<file path="src/rtl/prog_seq_pkg.sv">
// Shared types and helpers for the programmable sequence detector.
// Holds the state encoding, the length-field width and the pattern mask builder.
package prog_seq_pkg;

  typedef enum logic {
    ST_ARMED   = 1'b0,
    ST_CFG_ERR = 1'b1
  } state_t;

  function automatic int len_width(input int max_len);
    return $clog2(max_len + 1);
  endfunction

  // Low 'len' bits set; callers slice down to their pattern width.
  function automatic logic [31:0] len_mask(input int unsigned len);
    if (len >= 32) return '1;
    return (32'd1 << len) - 32'd1;
  endfunction

endpackage

</file>
<file path="src/rtl/sat_counter.sv">
// Saturating up-counter with synchronous clear; clear has priority over increment.
module sat_counter #(
  parameter int W = 16
) (
  input  logic         i_clk,
  input  logic         i_rst,
  input  logic         i_inc,
  input  logic         i_clr,
  output logic [W-1:0] o_q
);

  logic [W-1:0] r_q;

  always_ff @(posedge i_clk or posedge i_rst) begin
    if (i_rst)                   r_q <= '0;
    else if (i_clr)              r_q <= '0;
    else if (i_inc && r_q != '1) r_q <= r_q + W'(1);
  end

  assign o_q = r_q;

endmodule

</file>
<file path="src/rtl/prog_seq_detector.sv">
// Runtime-programmable serial bit-sequence detector with qualified input stream,
// registered one-cycle match pulse and saturating match counter.
module prog_seq_detector
  import prog_seq_pkg::*;
#(
  parameter int                 MAX_LEN     = 8,
  parameter int                 CNT_W       = 16,
  parameter logic [MAX_LEN-1:0] DEF_PATTERN = MAX_LEN'('b1011),
  parameter int                 DEF_LEN     = 4,
  parameter logic               DEF_OVERLAP = 1'b1,
  localparam int                LEN_W       = len_width(MAX_LEN)
) (
  input  logic               i_clock,
  input  logic               i_reset,
  input  logic               i_cfg_load,
  input  logic [MAX_LEN-1:0] i_cfg_pattern,
  input  logic [LEN_W-1:0]   i_cfg_len,
  input  logic               i_cfg_overlap,
  input  logic               i_din_valid,
  input  logic               i_din,
  output logic               o_dout,
  output logic [CNT_W-1:0]   o_match_count,
  output logic               o_armed,
  output logic               o_cfg_err
);

  state_t             r_state, w_state_nxt;
  logic [MAX_LEN-1:0] r_pat, w_pat_nxt;
  logic [MAX_LEN-1:0] r_hist, w_hist_nxt;
  logic [LEN_W-1:0]   r_len, w_len_nxt;
  logic [LEN_W-1:0]   r_fill, w_fill_nxt;
  logic               r_ovl, w_ovl_nxt;
  logic               r_dout;

  logic [MAX_LEN-1:0] w_window;
  logic [31:0]        w_mask_full;
  logic [MAX_LEN-1:0] w_mask;
  logic [LEN_W:0]     w_fill_p1;
  logic               w_cfg_ok;
  logic               w_match;

  // Window of the most recent bits including the one on the wire this cycle.
  assign w_window    = {r_hist[MAX_LEN-2:0], i_din};
  assign w_mask_full = len_mask(32'(r_len));
  assign w_mask      = w_mask_full[MAX_LEN-1:0];
  assign w_fill_p1   = {1'b0, r_fill} + (LEN_W+1)'(1);
  assign w_cfg_ok    = (i_cfg_len != '0) && (i_cfg_len <= LEN_W'(MAX_LEN));

  assign w_match = (r_state == ST_ARMED) && i_din_valid && !i_cfg_load
                && (w_fill_p1 >= {1'b0, r_len})
                && ((w_window & w_mask) == (r_pat & w_mask));

  always_comb begin
    w_state_nxt = r_state;
    w_pat_nxt   = r_pat;
    w_len_nxt   = r_len;
    w_ovl_nxt   = r_ovl;
    w_hist_nxt  = r_hist;
    w_fill_nxt  = r_fill;
    if (i_cfg_load) begin
      w_hist_nxt = '0;
      w_fill_nxt = '0;
      if (w_cfg_ok) begin
        w_state_nxt = ST_ARMED;
        w_pat_nxt   = i_cfg_pattern;
        w_len_nxt   = i_cfg_len;
        w_ovl_nxt   = i_cfg_overlap;
      end else begin
        w_state_nxt = ST_CFG_ERR;
      end
    end else if (r_state == ST_ARMED && i_din_valid) begin
      w_hist_nxt = w_window;
      if (w_match && !r_ovl)             w_fill_nxt = '0;
      else if (w_fill_p1 >= {1'b0, r_len}) w_fill_nxt = r_len;
      else                                 w_fill_nxt = w_fill_p1[LEN_W-1:0];
    end
  end

  always_ff @(posedge i_clock or posedge i_reset) begin
    if (i_reset) begin
      r_state <= ST_ARMED;
      r_pat   <= DEF_PATTERN;
      r_len   <= LEN_W'(DEF_LEN);
      r_ovl   <= DEF_OVERLAP;
      r_hist  <= '0;
      r_fill  <= '0;
      r_dout  <= 1'b0;
    end else begin
      r_state <= w_state_nxt;
      r_pat   <= w_pat_nxt;
      r_len   <= w_len_nxt;
      r_ovl   <= w_ovl_nxt;
      r_hist  <= w_hist_nxt;
      r_fill  <= w_fill_nxt;
      r_dout  <= w_match;
    end
  end

  sat_counter #(.W(CNT_W)) u_match_cnt (
    .i_clk (i_clock),
    .i_rst (i_reset),
    .i_inc (w_match),
    .i_clr (i_cfg_load),
    .o_q   (o_match_count)
  );

  assign o_dout    = r_dout;
  assign o_armed   = (r_state == ST_ARMED);
  assign o_cfg_err = (r_state == ST_CFG_ERR);

endmodule

</file>
<file path="config.mk">
export PLATFORM = sky130hd
export DESIGN_NAME = prog_seq_detector
export DESIGN_NICKNAME = d
export VERILOG_FILES = /design/src/rtl/prog_seq_pkg.sv /design/src/rtl/sat_counter.sv /design/src/rtl/prog_seq_detector.sv
export SDC_FILE = /design/constraint.sdc
export NUM_CORES = 1
export LEC_CHECK = 0
export BUFFER_PORTS_ARGS = -buffer_cell sky130_fd_sc_hd__buf_4
export CAP_MARGIN = 20
export CORE_MARGIN = 3
export CORE_UTILIZATION = 35
export CTS_BUF_LIST = sky130_fd_sc_hd__clkbuf_8
export DETAILED_ROUTE_END_ITERATION = 6
export GPL_TIMING_DRIVEN = 0
export SLEW_MARGIN = 0
export SYNTH_ARGS = -nofsm -noshare
export SYNTH_HDL_FRONTEND = slang
export SYNTH_SLANG_ARGS = --single-unit
</file>
<file path="constraint.sdc">
create_clock -name i_clock -period 2.9 [get_ports i_clock]
set_clock_uncertainty 0.05 [all_clocks]
set_input_delay 0.29 -clock i_clock [delete_from_list [all_inputs] [get_ports i_clock]]
set_output_delay 0.29 -clock i_clock [all_outputs]
set_load 0.005 [all_outputs]
</file>
==> results of run 1 <==
-- Yosys cell counts, types with 2 or more instances --
cell type and n:
nor3_1 4, a21boi_0 2, nand4_1 6, xor2_1 6, mux2_2 14, o21ai_0 15, inv_1 8, o31ai_1 6
xnor2_1 5, mux2i_1 2, clkbuf_1 7, or4_1 6, or3_1 6, nand3_1 12, buf_6 2, dfstp_2 5
a22o_1 7, nand2_1 14, o211ai_1 2, and3_1 2, a21oi_1 19, nor2_1 7, a31oi_1 2, and2_1 2
dfrtp_1 37, nor4_1 2, buf_2 3, ha_1 7
-- worst max-delay path by stage --
stage                                    start                               to  slack [ns]  cells after the start
after detailed placement  r_len[1]$_DFFE_PP0P_  u_match_cnt.o_q[15]$_DFFE_PP0P_       -0.24                     10
after global placement    r_len[1]$_DFFE_PP0P_  u_match_cnt.o_q[15]$_DFFE_PP0P_       -0.19                     10
after global routing      r_len[3]$_DFFE_PP0P_  u_match_cnt.o_q[15]$_DFFE_PP0P_       -0.03                      9
final                     r_len[1]$_DFFE_PP0P_  u_match_cnt.o_q[15]$_DFFE_PP0P_        0.04                      9
after CTS                 r_len[1]$_DFFE_PP0P_  u_match_cnt.o_q[15]$_DFFE_PP0P_        0.02                      9
after floorplan           r_len[2]$_DFFE_PP1P_  u_match_cnt.o_q[15]$_DFFE_PP0P_        0.07                     10
-- metrics by stage --
stage | utilization [%] | hold WS (ns) | instance area (um^2)
3_5_place_dp | 43.2 | 0.461 | 2650
6_report | 45.5 | 0.139 | 2790
3_3_place_gp | 43.2 | 0.446 | 2650
2_1_floorplan | - | 0.373 | 2290
5_1_grt | 45.5 | 0.170 | 2790
4_1_cts | 45.0 | 0.165 | 2760
-- layout by cell type, fill, tap and decap left out, types with 3 or more instances in the layout --
cell,count
nor3_1,4
o21ai_0,13
a22o_1,7
inv_1,8
a21oi_1,17
nand3_1,12
clkbuf_1,5
or4_1,6
buf_6,3
o31ai_1,5
dfrtp_1,37
xor2_1,6
nor2_1,7
or3_1,6
nand2_1,14
xnor2_1,5
dfstp_2,5
clkbuf_8,6
nand4_1,6
buf_4,36
mux2_2,14
ha_1,6
-- area by class of cell --
| type | count | area [um^2] | area share, % |
|---|---|---|---|
| timing repair buffer | 36 | 270 | 9.69 |
| sequential | 42 | 1060 | 37.9 |
| tap | 75 | 93.8 | 3.36 |
| clock inverter | 2 | 8.76 | 0.314 |
| buffer | 12 | 71.3 | 2.56 |
| multi-input combinational | 163 | 1170 | 42.1 |
| clock buffer | 6 | 82.6 | 2.96 |
| inverter | 8 | 30.0 | 1.08 |
-- cells by family (layout without fill, tap and decap cells) --
family,after synthesis,after routing,synth area share [%]
compound gates,61,61,17.3
xor+xnor,11,11,4.21
fa+ha+maj,7,7,3.82
buf+inv,21,64,4.26
flops,42,42,46.2
mux,16,16,7.76
simple gates,68,68,16.4
-- registers in the layout, summed over array words and instances (netlist names) --
name             count
u_match_cnt.o_q     16
r_pat                8
r_hist               7
r_fill               4
r_len                4
o_cfg_err            1
o_dout               1
r_ovl                1
-- routing by layer --
layer  GRT usage [%]  vias up  part of all wire, %
met5               0        -                    0
met2            21.2       32                   45
met4            5.10        0                  1.6
met3            3.41        5                  3.4
met1            21.7      931                   50
li1                -      920                    -
-- worst reg2reg max path, stage by stage (launching register included) --
cell	delay (ns)
dfrtp_1	0.36
buf_2	0.17
or4_4	0.56
ha_4	0.21
xor2_1	0.17
a211oi_2	0.21
nand4_1	0.18
buf_6	0.19
nor4_4	0.29
mux2_2	0.37
-- where the power goes --
group | internal, uW | switching [uW]
logic | 127 | 140
registers | 635 | 33.0
clock network | 189 | 197
total | 950 | 371
-- timing repair --
action	in CTS	in global routing
resized for setup	6	7
hold buffers	0	0
setup endpoints to repair	19	18
gates cloned	0	0
setup buffers	0	1
pin swaps	1	2
==> impl_metrics.py, run 1 <==
metrics = {
    "placed_design": {
        "gp_congestion": 0.857,
        "io_buffers": 35,
        "dp_hpwl_um": 3900,
        "placed_cells": 336,
        "pre_cts_slack_ns": -0.238,
    },
    "sta": {
        "timing.fmax_mhz": 350,
        "final_hold_viol_count": 0,
        "slew_viol_final": 0,
        "min_period_ns": 2.86,
        "worstMarginPinSlew_ns": 0.878,
        "finalSetupViolCount": 0,
        "finalCritPeriodShare_pct": 98.5,
        "fin_tns_setup_ns": 0,
        "layout_setup_ws_ns": 0.0437,
        "slew_headroom_pct": 41.4,
        "rsz0062_at_grt": "true",
    },
    "critical_path": {
        "cp_max_fo": 10,
        "reg2reg_depth": 9,
        "r2r-start": "r_len[1]$_DFFE_PP0P_",
        "path_cells": "buf_2 > or4_4 > ha_4 > xor2_1 > a211oi_2 > nand4_1 > buf_6 > nor4_4 > mux2_2",
        "rr_endpoint": "u_match_cnt.o_q[15]$_DFFE_PP0P_",
        "crit_buf_inv": 2,
        "crit_type": "reg2reg",
        "arrival_ns": 2.99,
        "crit_slowest_cell": "or4_4",
        "cp_slowest_stage_delay_ns": 0.56,
        "r2r_slack_ns": 0.04,
        "path_delay_family": "simple AND/OR/NAND/NOR gates",
        "endpoint_kind": "flip-flop",
        "start_kind": "flip-flop",
        "cp_data_required_time_ns": 3.03,
    },
    "global_route": {
        "grt_overflow": 0,
        "grt_pass1_vias": 1785,
        "antenna_found_initial": 0,
        "grt_start_max_net_pins": 43,
        "grt_pass1_wl_um": 8730,
        "grtUsageTotal_pct": 14.8,
    },
    "layout": {
        "antennaDiodeCount": 0,
        "fill_cells": 602,
        "instances_no_fill": 344,
        "area_growth_pct": 21.8,
        "drive_above_1_share_pct": 29.4,
        "fin_nets": 293,
    },
    "drt": {
        "drc": 0,
        "wl_per_cell_um": 15.5,
        "drt-initial-drc-count": 121,
        "first_pass_iters": 4,
        "vias_per_cell": 5.49,
        "ant_nets": 0,
        "drt-total-wl_um": 5350,
        "vias": 1888,
    },
    "run": {
        "cap_violations": 0,
    },
    "synthesis": {
        "synthTopCellsByArea": "dfrtp_1 (40%), mux2_2 (6.9%), dfstp_2 (5.7%), a21oi_1 (4.2%), ha_1 (3.8%)",
        "synth.net_count": 251,
        "yosysTopAreaCell": "dfrtp_1",
        "synth.avg_cell_area_um2": 10.1,
        "netlist_area_um2": 2290,
        "synth_ff_type": "dfrtp_1",
        "synth_edf_count": 0,
        "synth_cell_types": 44,
        "synth_seq_area_share_pct": 46.2,
        "async_flop_share_pct": 100,
        "synth_warnings": 0,
        "ys_ff_latch": 42,
        "syn_inst": 226,
        "yosys.area.top_type_share_pct": 40.4,
    },
    "floorplanning": {
        "start_util_pct": 37.3,
        "io_pins": 37,
        "chipWidth_um": 86.9,
        "die_h_um": 86.9,
        "rows": 28,
        "coreArea_um2": 6130,
        "dieArea_um2": 7550,
    },
    "clock_tree": {
        "cts_buffers": 5,
        "cts.sinks": 42,
        "clk_pin_slew_ns": 0.08,
        "worst_skew_pair.late_latency_ns": 0.29,
        "root_buffer": "clkbuf_8",
        "cts_tree": "done",
        "htreeDepth": 2,
        "clk_path_buf_depth": 2,
    },
    "pwr": {
        "ir_drop_uv": 215,
        "leakage_uw": 0.00122,
        "cellPowerDensity_nw_per_um2": 474,
        "p_total_uw": 1320,
    },
    "worst_hold_path": {
        "hp-class": "in2async",
    },
    "status": {
        "outcome": "finished, final reports clean",
    },
}
(Power assumes the default switching activity.)
==> inputs of run 2 (changes only) <==
--- a/config.mk
+++ b/config.mk
@@ -7,11 +7,11 @@
 export LEC_CHECK = 0
 export BUFFER_PORTS_ARGS = -buffer_cell sky130_fd_sc_hd__buf_4
 export CAP_MARGIN = 20
-export CORE_MARGIN = 3
 export CORE_UTILIZATION = 35
 export CTS_BUF_LIST = sky130_fd_sc_hd__clkbuf_8
 export DETAILED_ROUTE_END_ITERATION = 6
 export GPL_TIMING_DRIVEN = 0
+export PLACE_DENSITY = 0.57
 export SLEW_MARGIN = 0
 export SYNTH_ARGS = -nofsm -noshare
 export SYNTH_HDL_FRONTEND = slang
==> impl_metrics.py, run 2 (synthesized netlist as in run 1, its figures left out) <==
metrics = {
    "critical_path": {
        "crit_buf_inv": 2,
        "cp_slowest_stage_delay_ns": 0.54,
        "cp_max_fo": 10,
        "critPathMostFrequentCell": "buf_6",
        "startpoint": "r_len[2]$_DFFE_PP1P_",
        "crit_slowest_cell": "or4_4",
        "r2r-start": "r_len[2]$_DFFE_PP1P_",
        "arrival_ns": 2.93,
        "endpoint_kind": "flip-flop",
        "start_kind": "flip-flop",
        "path_delay_family": "simple AND/OR/NAND/NOR gates",
        "crit_type": "reg2reg",
        "cp_data_required_time_ns": 3.03,
        "path_cells": "buf_6 > or4_4 > ha_4 > xor2_1 > a211oi_2 > nand4_1 > buf_6 > nor4_4 > mux2_2",
    },
    "placed_design": {
        "gp_congestion": 0.803,
        "placed_area_um2": 2670,
        "dp_hpwl_um": 3650,
        "io_buffers": 35,
    },
    "run": {
        "cap_violations": 0,
    },
    "sta": {
        "fin_tns_setup_ns": 0,
        "finalSetupViolCount": 0,
        "final_hold_viol_count": 0,
        "worstMarginPinSlew_ns": 0.614,
        "min_period_ns": 2.80,
        "slew_viol_final": 0,
        "hold_slack_ns": 0.168,
        "finalCritPeriodShare_pct": 96.5,
        "timing.fmax_mhz": 357,
        "slew_headroom_pct": 58.9,
    },
    "floorplanning": {
        "rows": 29,
        "start_util_pct": 36.1,
        "io_pins": 37,
        "coreArea_um2": 6350,
        "chipWidth_um": 82.9,
        "die_h_um": 82.9,
        "dieArea_um2": 6870,
    },
    "drt": {
        "vias_per_cell": 5.44,
        "ant_nets": 0,
        "wl_per_cell_um": 15.0,
        "vias": 1914,
        "drc": 0,
        "drt-total-wl_um": 5260,
        "drt-initial-drc-count": 106,
        "first_pass_iters": 4,
    },
    "global_route": {
        "grt_pass1_wl_um": 8920,
        "grtUsageTotal_pct": 16.1,
        "grt_start_max_net_pins": 42,
        "grt_pass1_vias": 1771,
        "grt_overflow": 0,
        "antenna_found_initial": 0,
    },
    "worst_hold_path": {
        "hp-start": "i_cfg_pattern[3]",
        "hp-class": "in2reg",
    },
    "clock_tree": {
        "htreeDepth": 2,
        "clk_path_buf_depth": 2,
        "cts_buffers": 5,
        "cts_tree": "done",
        "cts.sinks": 42,
        "clk_pin_slew_ns": 0.09,
        "worst_skew_pair.late_latency_ns": 0.30,
        "root_buffer": "clkbuf_8",
    },
    "pwr": {
        "cellPowerDensity_nw_per_um2": 529,
        "leakage_uw": 0.00126,
        "p_total_uw": 1530,
        "ir_drop_uv": 293,
    },
    "layout": {
        "final_common_cell": "buf_4",
        "fin_nets": 299,
        "fin_area_um2": 2900,
        "fill_cells": 587,
        "antennaDiodeCount": 0,
        "final_cell_mix": "buf_4 (41), dfrtp_1 (35), a21oi_1 (18)",
        "largest_register_ffs": 16,
        "fin_util_pct": 45.7,
        "area_growth_pct": 26.6,
        "drive_above_1_share_pct": 30.9,
    },
    "status": {
        "outcome": "finished, final reports clean",
    },
}
-- run 2: cell count changes in the layout (fill, tap and decap cells not counted), sizes merged --
cell,previous run,this run
clkinv,1,0
bufinv,0,2
buf,42,47
inv,9,8
dlygate4sd3,0,1
-- run 2: repair_timing --
action | 4_1_cts | 5_1_grt
endpoints found under the hold margin | 19 | 0
buffers inserted | 1 | 5
hold buffers | 1 | 0
cloned | 0 | 1
resized for setup | 5 | 8
pin swaps | 1 | 4
endpoints found under the setup margin | 20 | 18
-- run 2: report_power, final --
group / internal [uW] / total (uW) / switching, uW
combinational: 141 / 274 / 133
sequential: 636 / 678 / 41.8
clock: 367 / 581 / 213
-- run 2: final timing paths --
kind,endpoint,slack (ns),depth (start not counted)
worst max-delay path,u_match_cnt.o_q[15]$_DFFE_PP0P_,0.10,9
min in group asynchronous,r_fill[3]$_DFFE_PP0P_,0.34,3
worst min-delay path,r_pat[3]$_DFFE_PP1P_,0.17,2
worst min register to register,r_fill[1]$_DFFE_PP0P_,0.48,2
worst max register to register,u_match_cnt.o_q[15]$_DFFE_PP0P_,0.10,9
max in group asynchronous,r_pat[0]$_DFFE_PP1P_,1.99,4
-- run 2: per-stage QoR --
| stage | setup slack (ns) | cells |
|---|---|---|
| 6_report | 0.103 | 352 |
| 2_1_floorplan | 0.0740 | 226 |
| 3_3_place_gp | -0.201 | 338 |
| 4_1_cts | 0.00371 | 348 |
| 5_1_grt | -0.0116 | 352 |
| 3_5_place_dp | -0.214 | 339 |
-- run 2: layer usage --
metal  share of wire, %  up-vias  global-route usage [%]
met1                 50      939                    24.4
li1                   -      933                       -
met5                  0        -                       0
met4                1.6        0                    5.64
met3                2.9        6                    2.58
met2                 45       36                    23.0
-- run 2: cell type report --
class / count / area (um^2) / share of cell area, %
timing repair buffer: 44 / 343 / 11.8
inverter: 8 / 30.0 / 1.04
multi-input combinational: 163 / 1170 / 40.2
tap: 77 / 96.3 / 3.32
buffer: 10 / 61.3 / 2.11
clock buffer: 6 / 82.6 / 2.85
sequential: 42 / 1060 / 36.6
clock inverter: 2 / 60.1 / 2.07
==> inputs of run 3 (changes only) <==
--- a/config.mk
+++ b/config.mk
@@ -10,8 +10,7 @@
 export CORE_UTILIZATION = 35
 export CTS_BUF_LIST = sky130_fd_sc_hd__clkbuf_8
 export DETAILED_ROUTE_END_ITERATION = 6
-export GPL_TIMING_DRIVEN = 0
-export PLACE_DENSITY = 0.57
+export PLACE_DENSITY = 0.55
 export SLEW_MARGIN = 0
 export SYNTH_ARGS = -nofsm -noshare
 export SYNTH_HDL_FRONTEND = slang
==> constraint.sdc (replaced) <==
create_clock -name i_clock -period 3 [get_ports i_clock]
set_clock_uncertainty 0.05 [all_clocks]
set_input_delay 0.3 -clock i_clock [delete_from_list [all_inputs] [get_ports i_clock]]
set_output_delay 0.3 -clock i_clock [all_outputs]
set_load 0.005 [all_outputs]
==> impl_metrics.py, run 3 (synthesized netlist as in run 1, its figures left out) <==
metrics = {
    "layout": {
        "drive_above_1_share_pct": 29.3,
        "antennaDiodeCount": 0,
        "instances_no_fill": 343,
        "fill_cells": 614,
        "fin_area_um2": 2790,
        "final_common_cell": "buf_4",
        "area_growth_pct": 21.6,
        "multi_input_area_um2": 1140,
        "largest_register_ffs": 16,
        "seqCellArea_um2": 1060,
        "fin_util_pct": 43.9,
        "final_cell_mix": "buf_4 (44), dfrtp_1 (37), a21oi_1 (19)",
        "fin_nets": 290,
    },
    "floorplanning": {
        "chipWidth_um": 82.9,
        "die_h_um": 82.9,
        "rows": 29,
        "io_pins": 37,
        "dieArea_um2": 6870,
        "start_util_pct": 36.1,
        "coreArea_um2": 6350,
    },
    "critical_path": {
        "crit_slowest_cell": "or4_4",
        "startpoint": "r_len[1]$_DFFE_PP0P_",
        "cp_max_fo": 29,
        "path_cells": "or4_4 > ha_2 > xor2_1 > a211oi_2 > nand4_1 > buf_12 > nor4_1 > mux2_2",
        "reg2reg_depth": 8,
        "start_kind": "flip-flop",
        "r2r-start": "r_len[1]$_DFFE_PP0P_",
        "r2r_slack_ns": 0.17,
        "cp_slowest_stage_delay_ns": 0.54,
        "cp_data_required_time_ns": 3.14,
        "arrival_ns": 2.96,
        "endpoint_kind": "flip-flop",
        "crit_type": "reg2reg",
    },
    "sta": {
        "timing.fmax_mhz": 354,
        "worstMarginPinSlew_ns": 0.936,
        "final_hold_viol_count": 0,
        "rsz0062_at_grt": "false",
        "slew_viol_final": 0,
        "fin_tns_setup_ns": 0,
        "slew_headroom_pct": 37.6,
        "finalCritPeriodShare_pct": 94.2,
        "finalSetupViolCount": 0,
        "min_period_ns": 2.83,
    },
    "drt": {
        "ant_nets": 0,
        "vias": 1846,
        "drt-initial-drc-count": 126,
        "vias_per_cell": 5.38,
        "drc": 0,
        "first_pass_iters": 4,
        "drt-total-wl_um": 5100,
        "wl_per_cell_um": 14.9,
    },
    "placed_design": {
        "dp_hpwl_um": 3720,
        "placed_area_um2": 2670,
        "gp_congestion": 0.861,
        "placed_cells": 335,
        "io_buffers": 36,
    },
    "global_route": {
        "antenna_found_initial": 0,
        "grt_pass1_wl_um": 8660,
        "grtUsageTotal_pct": 15.7,
        "grt_start_max_net_pins": 30,
        "grt_overflow": 0,
        "grt_pass1_vias": 1758,
    },
    "clock_tree": {
        "worst_skew_pair.late_latency_ns": 0.30,
        "clk_pin_slew_ns": 0.09,
        "cts_hold_buf": 0,
        "htreeDepth": 2,
        "cts.sinks": 42,
        "cts_resized": 0,
        "postCtsSetupRepairBufs": 0,
        "cts_buffers": 5,
        "clk_path_buf_depth": 2,
        "root_buffer": "clkbuf_8",
        "cts_tree": "done",
    },
    "pwr": {
        "ir_drop_uv": 229,
        "cellPowerDensity_nw_per_um2": 492,
        "leakage_uw": 0.00123,
    },
    "status": {
        "outcome": "finished, final reports clean",
    },
    "worst_hold_path": {
        "hp-class": "in2async",
    },
    "run": {
        "cap_violations": 0,
    },
}
-- run 3: final cells by class --
type / count / share of cell area (%)
clock buffers: 5 / 2.47
inverters: 8 / 1.08
well taps: 77 / 3.46
flip-flops and latches: 42 / 38.0
clock inverters: 3 / 1.62
repair buffers: 45 / 12.6
multi-input cells: 163 / 40.8
-- run 3: routing by layer --
layer  share of wire (%)  GRT usage, %
met5                   0             0
met4                 1.3          5.49
met3                 3.8          2.98
met2                  42          22.0
met1                  53          23.9
-- run 3: final timing paths --
path / endpoint
worst max-delay path: u_match_cnt.o_q[15]$_DFFE_PP0P_
worst min-delay path: o_cfg_err$_DFFE_PP0P_
worst max register to register: u_match_cnt.o_q[15]$_DFFE_PP0P_
worst min register to register: r_fill[1]$_DFFE_PP0P_
max in group asynchronous: r_pat[1]$_DFFE_PP1P_
min in group i_clock: r_pat[4]$_DFFE_PP0P_
-- run 3: power breakdown --
part / internal, uW / leakage, uW / switching (uW) / total, uW
registers: 614 / 0.000548 / 28.4 / 642
logic: 128 / 0.000628 / 136 / 264
clock network: 248 / 0.0000504 / 215 / 463
total: 989 / 0.00123 / 380 / 1370
-- run 3: metrics by stage --
step	power, uW	worst slack (ns)	hold slack (ns)
floorplan	835	0.174	0.383
global placement	917	0.226	0.356
detailed placement	917	0.113	0.353
CTS	1380	0.0941	0.0275
global route	1440	0.0694	0.0500
finish	1370	0.173	0.000621
-- run 3: critical path, delay by kind of cell, from the launching register on --
kind / cells / cell delay, ns
AND/OR/NAND/NOR: 3 / 1.01
flip-flops: 1 / 0.39
multiplexers: 1 / 0.37
AO/OA/AOI/OAI: 1 / 0.26
adder cells (fa/ha/maj): 1 / 0.25
buffers and inverters: 1 / 0.21
XOR/XNOR: 1 / 0.18
